<file path="src/rtl/vga_timing_gen_if.sv">
// vga_tim timing bus: counts, sync and blanking flags for the whole draw pipeline.
// With VGA_TIMING_FRAME_CNT_EN defined the bus also carries frame_cnt and sof.
interface vga_timing_gen_if;
    logic [10:0] hcount;
    logic [10:0] vcount;
    logic        hsync;
    logic        vsync;
    logic        hblnk;
    logic        vblnk;
`ifdef VGA_TIMING_FRAME_CNT_EN
    logic [15:0] frame_cnt;
    logic        sof;
`endif

    modport master (
        output hcount,
        output vcount,
        output hsync,
        output vsync,
        output hblnk,
        output vblnk
`ifdef VGA_TIMING_FRAME_CNT_EN
        ,
        output frame_cnt,
        output sof
`endif
    );

    modport slave (
        input hcount,
        input vcount,
        input hsync,
        input vsync,
        input hblnk,
        input vblnk
`ifdef VGA_TIMING_FRAME_CNT_EN
        ,
        input frame_cnt,
        input sof
`endif
    );
endinterface

</file>
<file path="src/rtl/vga_timing_gen.sv">
// VGA timing generator: source of the vga_tim bus. Default 800x600@60 Hz (40 MHz pixel rate).
// Optional feature macro VGA_TIMING_FRAME_CNT_EN adds a 16-bit frame counter and a
// one-cycle start-of-frame strobe on the bus.
// Every output is a flop; flags are decoded from the next count values so they always
// describe the count presented in the same cycle.
module vga_timing_gen #(
    parameter int unsigned H_ACTIVE = 800,
    parameter int unsigned H_FP     = 40,
    parameter int unsigned H_SYNC   = 128,
    parameter int unsigned H_BP     = 88,
    parameter int unsigned V_ACTIVE = 600,
    parameter int unsigned V_FP     = 1,
    parameter int unsigned V_SYNC   = 4,
    parameter int unsigned V_BP     = 23,
    parameter bit          SYNC_POL = 1'b1
) (
    input  logic              clk,
    input  logic              rst,
    input  logic              pix_en,
    vga_timing_gen_if.master  tim
);

    localparam int unsigned H_TOTAL = H_ACTIVE + H_FP + H_SYNC + H_BP;
    localparam int unsigned V_TOTAL = V_ACTIVE + V_FP + V_SYNC + V_BP;

    // Boundaries in 11-bit unsigned form; totals above 2047 cannot be represented.
    localparam logic [10:0] H_LAST     = 11'(H_TOTAL - 1);
    localparam logic [10:0] V_LAST     = 11'(V_TOTAL - 1);
    localparam logic [10:0] H_BLNK_BEG = 11'(H_ACTIVE);
    localparam logic [10:0] V_BLNK_BEG = 11'(V_ACTIVE);
    localparam logic [10:0] H_SYNC_BEG = 11'(H_ACTIVE + H_FP);
    localparam logic [10:0] H_SYNC_END = 11'(H_ACTIVE + H_FP + H_SYNC);
    localparam logic [10:0] V_SYNC_BEG = 11'(V_ACTIVE + V_FP);
    localparam logic [10:0] V_SYNC_END = 11'(V_ACTIVE + V_FP + V_SYNC);

    localparam logic SYNC_ON  = SYNC_POL;
    localparam logic SYNC_OFF = ~SYNC_POL;

    logic [10:0] hcount_q, hcount_d;
    logic [10:0] vcount_q, vcount_d;
    logic        hsync_q, hsync_d;
    logic        vsync_q, vsync_d;
    logic        hblnk_q, hblnk_d;
    logic        vblnk_q, vblnk_d;
    logic        line_end;
    logic        frame_end;
`ifdef VGA_TIMING_FRAME_CNT_EN
    logic [15:0] frame_cnt_q, frame_cnt_d;
    logic        sof_q, sof_d;
`endif

    // Next raster position: advance one pixel per enabled clock, wrapping line and frame.
    always_comb begin
        line_end  = (hcount_q == H_LAST);
        frame_end = line_end && (vcount_q == V_LAST);
        hcount_d  = hcount_q;
        vcount_d  = vcount_q;
        if (pix_en) begin
            if (line_end) begin
                hcount_d = 11'd0;
                if (frame_end) begin
                    vcount_d = 11'd0;
                end else begin
                    vcount_d = vcount_q + 11'd1;
                end
            end else begin
                hcount_d = hcount_q + 11'd1;
            end
        end
    end

    // Flags decoded from the next counts; holding counts therefore also hold the flags,
    // and vertical flags can only move when vcount moves, i.e. when hcount returns to 0.
    always_comb begin
        hblnk_d = (hcount_d >= H_BLNK_BEG);
        vblnk_d = (vcount_d >= V_BLNK_BEG);
        hsync_d = ((hcount_d >= H_SYNC_BEG) && (hcount_d < H_SYNC_END)) ? SYNC_ON : SYNC_OFF;
        vsync_d = ((vcount_d >= V_SYNC_BEG) && (vcount_d < V_SYNC_END)) ? SYNC_ON : SYNC_OFF;
    end

`ifdef VGA_TIMING_FRAME_CNT_EN
    // Start-of-frame strobe and frame counter step on the edge that wraps to (0,0).
    always_comb begin
        sof_d       = pix_en && frame_end;
        frame_cnt_d = frame_cnt_q;
        if (sof_d) begin
            frame_cnt_d = frame_cnt_q + 16'd1;
        end
    end
`endif

    // Timing registers; reset wins over pix_en and restarts the frame at (0,0).
    always_ff @(posedge clk) begin
        if (rst) begin
            hcount_q <= 11'd0;
            vcount_q <= 11'd0;
            hsync_q  <= SYNC_OFF;
            vsync_q  <= SYNC_OFF;
            hblnk_q  <= 1'b0;
            vblnk_q  <= 1'b0;
        end else begin
            hcount_q <= hcount_d;
            vcount_q <= vcount_d;
            hsync_q  <= hsync_d;
            vsync_q  <= vsync_d;
            hblnk_q  <= hblnk_d;
            vblnk_q  <= vblnk_d;
        end
    end

`ifdef VGA_TIMING_FRAME_CNT_EN
    // Frame statistics registers; cleared by reset, so no strobe comes out of reset.
    always_ff @(posedge clk) begin
        if (rst) begin
            frame_cnt_q <= 16'd0;
            sof_q       <= 1'b0;
        end else begin
            frame_cnt_q <= frame_cnt_d;
            sof_q       <= sof_d;
        end
    end

    assign tim.frame_cnt = frame_cnt_q;
    assign tim.sof       = sof_q;
`endif

    assign tim.hcount = hcount_q;
    assign tim.vcount = vcount_q;
    assign tim.hsync  = hsync_q;
    assign tim.vsync  = vsync_q;
    assign tim.hblnk  = hblnk_q;
    assign tim.vblnk  = vblnk_q;

endmodule

</file>
<file path="src/flat_wrapper.sv">
// flat-port wrapper written by rule: the top's interface ports become plain ports
module vga_timing_gen_flat 
#(
    parameter int unsigned H_ACTIVE = 800,
    parameter int unsigned H_FP     = 40,
    parameter int unsigned H_SYNC   = 128,
    parameter int unsigned H_BP     = 88,
    parameter int unsigned V_ACTIVE = 600,
    parameter int unsigned V_FP     = 1,
    parameter int unsigned V_SYNC   = 4,
    parameter int unsigned V_BP     = 23,
    parameter bit          SYNC_POL = 1'b1
)
  (clk, rst, pix_en, tim_hcount, tim_vcount, tim_hsync, tim_vsync, tim_hblnk, tim_vblnk);
  vga_timing_gen_if tim_i ();
  input  logic clk;
  input  logic rst;
  input  logic pix_en;
  output wire logic [$bits(tim_i.hcount)-1:0] tim_hcount;
  output wire logic [$bits(tim_i.vcount)-1:0] tim_vcount;
  output wire logic [$bits(tim_i.hsync)-1:0] tim_hsync;
  output wire logic [$bits(tim_i.vsync)-1:0] tim_vsync;
  output wire logic [$bits(tim_i.hblnk)-1:0] tim_hblnk;
  output wire logic [$bits(tim_i.vblnk)-1:0] tim_vblnk;
  assign tim_hcount = tim_i.hcount;
  assign tim_vcount = tim_i.vcount;
  assign tim_hsync = tim_i.hsync;
  assign tim_vsync = tim_i.vsync;
  assign tim_hblnk = tim_i.hblnk;
  assign tim_vblnk = tim_i.vblnk;
  vga_timing_gen #(.H_ACTIVE(H_ACTIVE), .H_FP(H_FP), .H_SYNC(H_SYNC), .H_BP(H_BP), .V_ACTIVE(V_ACTIVE), .V_FP(V_FP), .V_SYNC(V_SYNC), .V_BP(V_BP), .SYNC_POL(SYNC_POL)) u_core (.clk(clk), .rst(rst), .pix_en(pix_en), .tim(tim_i));
endmodule
</file>
<file path="config.mk">
export PLATFORM = sky130hd
export DESIGN_NAME = vga_timing_gen_flat
export DESIGN_NICKNAME = d
export VERILOG_FILES = /design/src/rtl/vga_timing_gen_if.sv /design/src/rtl/vga_timing_gen.sv /design/src/flat_wrapper.sv
export SDC_FILE = /design/constraint.sdc
export NUM_CORES = 1
export LEC_CHECK = 0
export CAP_MARGIN = 20
export CORE_MARGIN = 2
export CORE_UTILIZATION = 35
export CTS_BUF_LIST = sky130_fd_sc_hd__clkbuf_4
export DETAILED_ROUTE_END_ITERATION = 10
export PLACE_DENSITY = 0.63
export SLEW_MARGIN = 10
export SYNTH_ARGS = -nofsm -noshare
export SYNTH_HDL_FRONTEND = slang
export SYNTH_SLANG_ARGS = --single-unit
export TNS_END_PERCENT = 100
</file>
<file path="constraint.sdc">
create_clock -name clk -period 2.5 [get_ports clk]
set_input_delay 0.5 -clock clk [delete_from_list [all_inputs] [get_ports clk]]
set_output_delay 0.5 -clock clk [all_outputs]
set_load 0.005 [all_outputs]
</file>
Yosys cells after proc, flatten, opt, wreduce, memory -nomap -nowiden

Index checks and enable logic that the tools add are counted.

Memories kept: 0
RAM bits: 0
Memory bits (read-only): 0
Flip-flop bits (word level): 26
Output and inout port bits: 26
Logic and storage cells: 26
Bits in latches: 0

Mux-type cells: 7
Magnitude comparators: 6
Eq/ne operators: 2
Bitwise operators: 0
Reductions and logical operators: 3
$mul: 0
Divide/modulo/power cells: 0
Add/sub/neg operators: 2
Shift-type cells: 0

Operator list:

| kind                                                                    | count |
|---|---|
| 11-bit two-way mux                                                      | 5 |
| 11-bit by 10-bit >= comparator with 1-bit output, second input constant | 4 |
| 11-bit by 1-bit adder with 11-bit output, second input constant         | 2 |
| 11-bit by 10-bit < comparator with 1-bit output, second input constant  | 2 |
| 11-bit by 10-bit equality test with 1-bit output, second input constant | 1 |
| 11-bit equality test, second input constant                             | 1 |
| 1-bit logical AND                                                       | 3 |
| 1-bit two-way mux                                                       | 2 |

Logic depth before layout (Yosys ltp)

Gate-level depths: netlist of run 1.

Depth after elaboration: 8
Depth in mapped cells: 8

Worst setup path before layout of run 1

Ideal clock, no wire load.

Path kind: reg-to-reg
From: register u_core.hcount_q[7] (netlist: u_core.tim.hcount[7])
To: register u_core.vsync_q (netlist: u_core.tim.vsync)
Path buffers: 0
Path slack: 0.042 ns
Period minus slack after synthesis: 2.458 ns
Data arrival time: 2.397 ns
Data required time: 2.439 ns
Cell stages (with the launch flop): 7
Path through: dfxtp_1 -> or4b_4 -> or4_4 -> nor3_1 -> xnor2_1 -> nor4bb_1 -> and4bb_1

Longest elaborated chain between the ends: 8
Elaborated cells between the ends (all ways): 9

RTL lines:

| item                                                                                                                       | line                  | source |
|---|---|---|
| start: declaration                                                                                                         | vga_timing_gen.sv:39  | `logic [10:0] hcount_q, hcount_d;` |
| start signal: assignment                                                                                                   | vga_timing_gen.sv:102 | `hcount_q <= hcount_d;` |
| 11-bit equality test *                                                                                                     | vga_timing_gen.sv:54  | `line_end = (hcount_q == H_LAST);` |
| 1-bit logical AND                                                                                                          | vga_timing_gen.sv:55  | `frame_end = line_end && (vcount_q == V_LAST);` |
| 11-bit two-way mux                                                                                                         | vga_timing_gen.sv:61  | `if (frame_end) begin` |
| 11-bit two-way mux *                                                                                                       | vga_timing_gen.sv:59  | `if (line_end) begin` |
| 11-bit two-way mux *                                                                                                       | vga_timing_gen.sv:58  | `if (pix_en) begin` |
| 11-bit by 10-bit >= comparator with 1-bit output / 11-bit by 10-bit < comparator with 1-bit output (equally long branches) | vga_timing_gen.sv:78  | `vsync_d = ((vcount_d >= V_SYNC_BEG) && (vcount_d < V_SYNC_END)) ? SYNC_ON : SYNC_OFF;` |
| 1-bit logical AND *                                                                                                        | vga_timing_gen.sv:78  |  |
| 1-bit two-way mux *                                                                                                        | vga_timing_gen.sv:78  |  |
| end signal: assignment                                                                                                     | vga_timing_gen.sv:105 | `vsync_q <= vsync_d;` |
| end: declaration                                                                                                           | vga_timing_gen.sv:42  | `logic vsync_q, vsync_d;` |

Mark *: on every way between the ends. The rest lies on a longest branch, timed or not.
A chain may end at the register's enable or synchronous reset.

Worst setup path in the final report of run 1

Ends and elaborated chain as after synthesis.

==> impl_metrics.toml, run 1 <==
[finish]
design_area_um2 = 2076
fin_util_pct = 51.52
most-common-layout-cells = "28 x clkdlybuf4s50_1, 27 x buf_4, 25 x dfxtp_1, 21 x nor2_1, 20 x nand2_1"
fin_cells = 282
antenna_cells = 0
layout-drive-gt1-share_pct = 18.53
nNetsFinal = 238
syn_to_final_growth_pct = 40.47
final_common_cell = "clkdlybuf4s50_1"

[routing]
via_count = 1453
drt_pass1_iterations = 4
ant_nets = 0
drt-total-wl_mm = 3.614
post_drt_via_cell_ratio = 5.152
wire_per_inst_um = 12.82
drt-initial-drc-count = 66
drc_errors = 0

[logic_synthesis]
syn_area_um2 = 1478
synth.avg_cell_area_um2 = 8.031
async_reset_ff_share_pct = 0
ys.flop_type = "dfxtp_1"
synthCells = 184
yosysSeqAreaShare_pct = 35.22
synth_warnings = 0
synth_edf_count = 0
ys_seq_elements = 26
yosysUniqueCellTypes = 45
syn-num-nets = 189

[sta]
fin_crit_sh_pct = 94.65
fin_skew_ns = 0.002373
final.setup.worst_slack_ns = 0.1339
hold_viol = 0
rsz0062_at_grt = "false"
whs_ns = 0.5125
finalSetupViolCount = 0
min_period_ns = 2.366
timing.slew.headroom_pct = 67.45
final_max_slew_viol_count = 0
max_freq_mhz = 422.6
worst_pin_slew_ns = 0.4867
fin_tns_setup_ns = 0

[job]
cap_viol_max_count = 0

[worst_setup_path]
r2r_slack_ns = 0.13
slowest_stage = "or4b_4"
max_stage_delay_ns = 0.55
timing.critical_path.from = "u_core.tim.hcount[7]"
critPathArrivalTime_ns = 2.64
end_kind = "register"
endpoint = "u_core.tim.vsync"
critical_path_class = "register to register"
cp_cell_sequence = "or4b_4, or4_4, buf_12, nor3_4, mux2i_1, o211ai_1, and4bb_1"
crit_required_ns = 2.77
r2r_start = "u_core.tim.hcount[7]"
r2r_end = "u_core.tim.vsync"
crit_fanout = 4
reg2reg_depth = 7
crit_path_start_kind = "register"

[power_and_ir_drop]
net-switching-power_mw = 0.1439
powerDensity_nw_per_um2 = 355.8
p_int_mw = 0.5946
p_leak_nw = 0.7954
p_clk_share_pct = 39.1
p_comb_share_pct = 4.1
p_sw_share_pct = 19.49
vdd_drop_max_v = 0.0001866
seqPwrFrac_pct = 56.8
total_power_mw = 0.7385

[grt]
grt_pass1_wl_mm = 5.809
grt_max_degree = 16
antenna_found_initial = 0
grt_util_all_layers_pct = 16.18
overflow = 0
grt_pass1_vias = 1293

[placed_design]
dp_cells = 278
dpl-instance-area_um2 = 1991
dp_hpwl_mm = 2.740
port_buffers = 28
dp_worst_setup_slack_ns = -0.1252
gp_congestion = 0.8883

[cts]
numClockSinks = 26
cts_buffer_depth = 2
root_buffer = "clkbuf_4"
cts_tree = "done"
cts_made_buffers = 3
h-tree-depth = 1
clock_latency_ns = 0.32
clk_pin_slew_worst_paths_ns = 0.14
holdBufCountCts = 0

[min_path]
hold_class = "register to register"

[die]
rows = 23
die_area_um2 = 4758
die_h_um = 68.98
initial_utilization_pct = 36.68
coreArea_um2 = 4029
die_w_um = 68.98
io_pins = 29

[run_status]
status = "finished, final reports clean"
==> power by group through the flow <==
stage                     clock network, mW  registers (mW)  logic, mW
after detailed placement                  0           0.428     0.0302
after floorplan                           0           0.429     0.0129
after global placement                    0           0.428     0.0301
final                                 0.289           0.420     0.0301
after CTS                             0.303           0.420     0.0303
after global routing                  0.309           0.420     0.0331
==> per-layer routing <==
layer,wire (um),global-route usage (%),part of all wire (%)
met5,0,0,0
met4,20,5.637,0.55
met3,144,1.948,4.0
met1,1760,21.79,49
met2,1689,26.68,47
==> repair_timing <==
item | in CTS | in global routing
setup endpoints to repair | 1 | 2
gates resized for setup | 1 | 5
setup buffers | 0 | 0
pin swaps | 0 | 1
==> worst max-delay path: cells and delay by family, from the launching register on <==
kind,cells,cell delay (ns)
and+or+nand+nor,4,1.49
DFF,1,0.34
muxes,1,0.20
buffers and inverters,1,0.15
AOI/OAI and AO/OA,1,0.13
==> worst min path at each step <==
stage / from / to / depth (start not counted)
2_1_floorplan: u_core.tim.hcount[1] / u_core.tim.hcount[1] / 2
6_report: u_core.tim.hcount[1] / u_core.tim.hcount[1] / 2
3_3_place_gp: u_core.tim.hcount[1] / u_core.tim.hcount[1] / 2
4_1_cts: u_core.tim.hcount[1] / u_core.tim.hcount[1] / 2
3_5_place_dp: u_core.tim.hcount[1] / u_core.tim.hcount[1] / 2
5_1_grt: u_core.tim.hcount[1] / u_core.tim.hcount[1] / 2
==> kinds of logic (layout without fill, tap and decap cells) <==
group                      count (synthesis)  in the layout  share of synthesized area [%]
buffers and inverters                     14             62                          4.065
adders and majority gates                  2              2                          1.693
xor gates and xnor gates                  18             18                          10.67
AOI/OAI and AO/OA                         27             27                          11.77
DFF                                       26             26                          35.22
muxes                                      1              1                         0.6774
and+or+nand+nor                           96             96                          35.90
==> state kept, by name, indices dropped and copies added (netlist names) <==
register / flops
u_core.tim.vcount: 11
u_core.tim.hsync: 1
u_core.tim.vsync: 1
u_core.tim.hcount: 11
u_core.tim.vblnk: 1
u_core.tim.hblnk: 1
==> cell usage after synthesis, types with 2 or more instances <==
master    count  area [um^2]
o21a_1        2        15.01
nor2_1       21        78.83
nand2b_1      4        25.02
o21ai_0       3        15.01
o22ai_1       3        18.77
xnor2_1      11        96.34
or4_1         3        22.52
a21oi_1       9        45.04
nand3_1      11        55.05
inv_1         2        7.510
nand4_1       8        50.05
nor3_1        7        35.03
nor3b_1       2        15.01
xor2_1        7        61.31
ha_1          2        25.02
clkbuf_1     10        37.54
o211ai_1      2        15.01
nand2_1      20        75.07
and4_1        2        17.52
or2_2         3        18.77
and3_1        3        18.77
dfxtp_1      26        520.5
==> area by class of cell <==
class	instances	area [um^2]
clock inverter	1	30.03
timing repair buffer	56	503.0
multi-input combinational	144	928.4
sequential	26	521.8
tap	50	62.56
fill	417	1953
clock buffer	3	22.52
inverter	2	7.507
No activity file was read; power rests on OpenSTA's default activity.
==> run 2: changes to the inputs <==
HOLD_SLACK_MARGIN = 0.08   (was unset)
==> results of run 2 <==
Same layout as run 1: the final DEF is identical, and so are final timing and power.
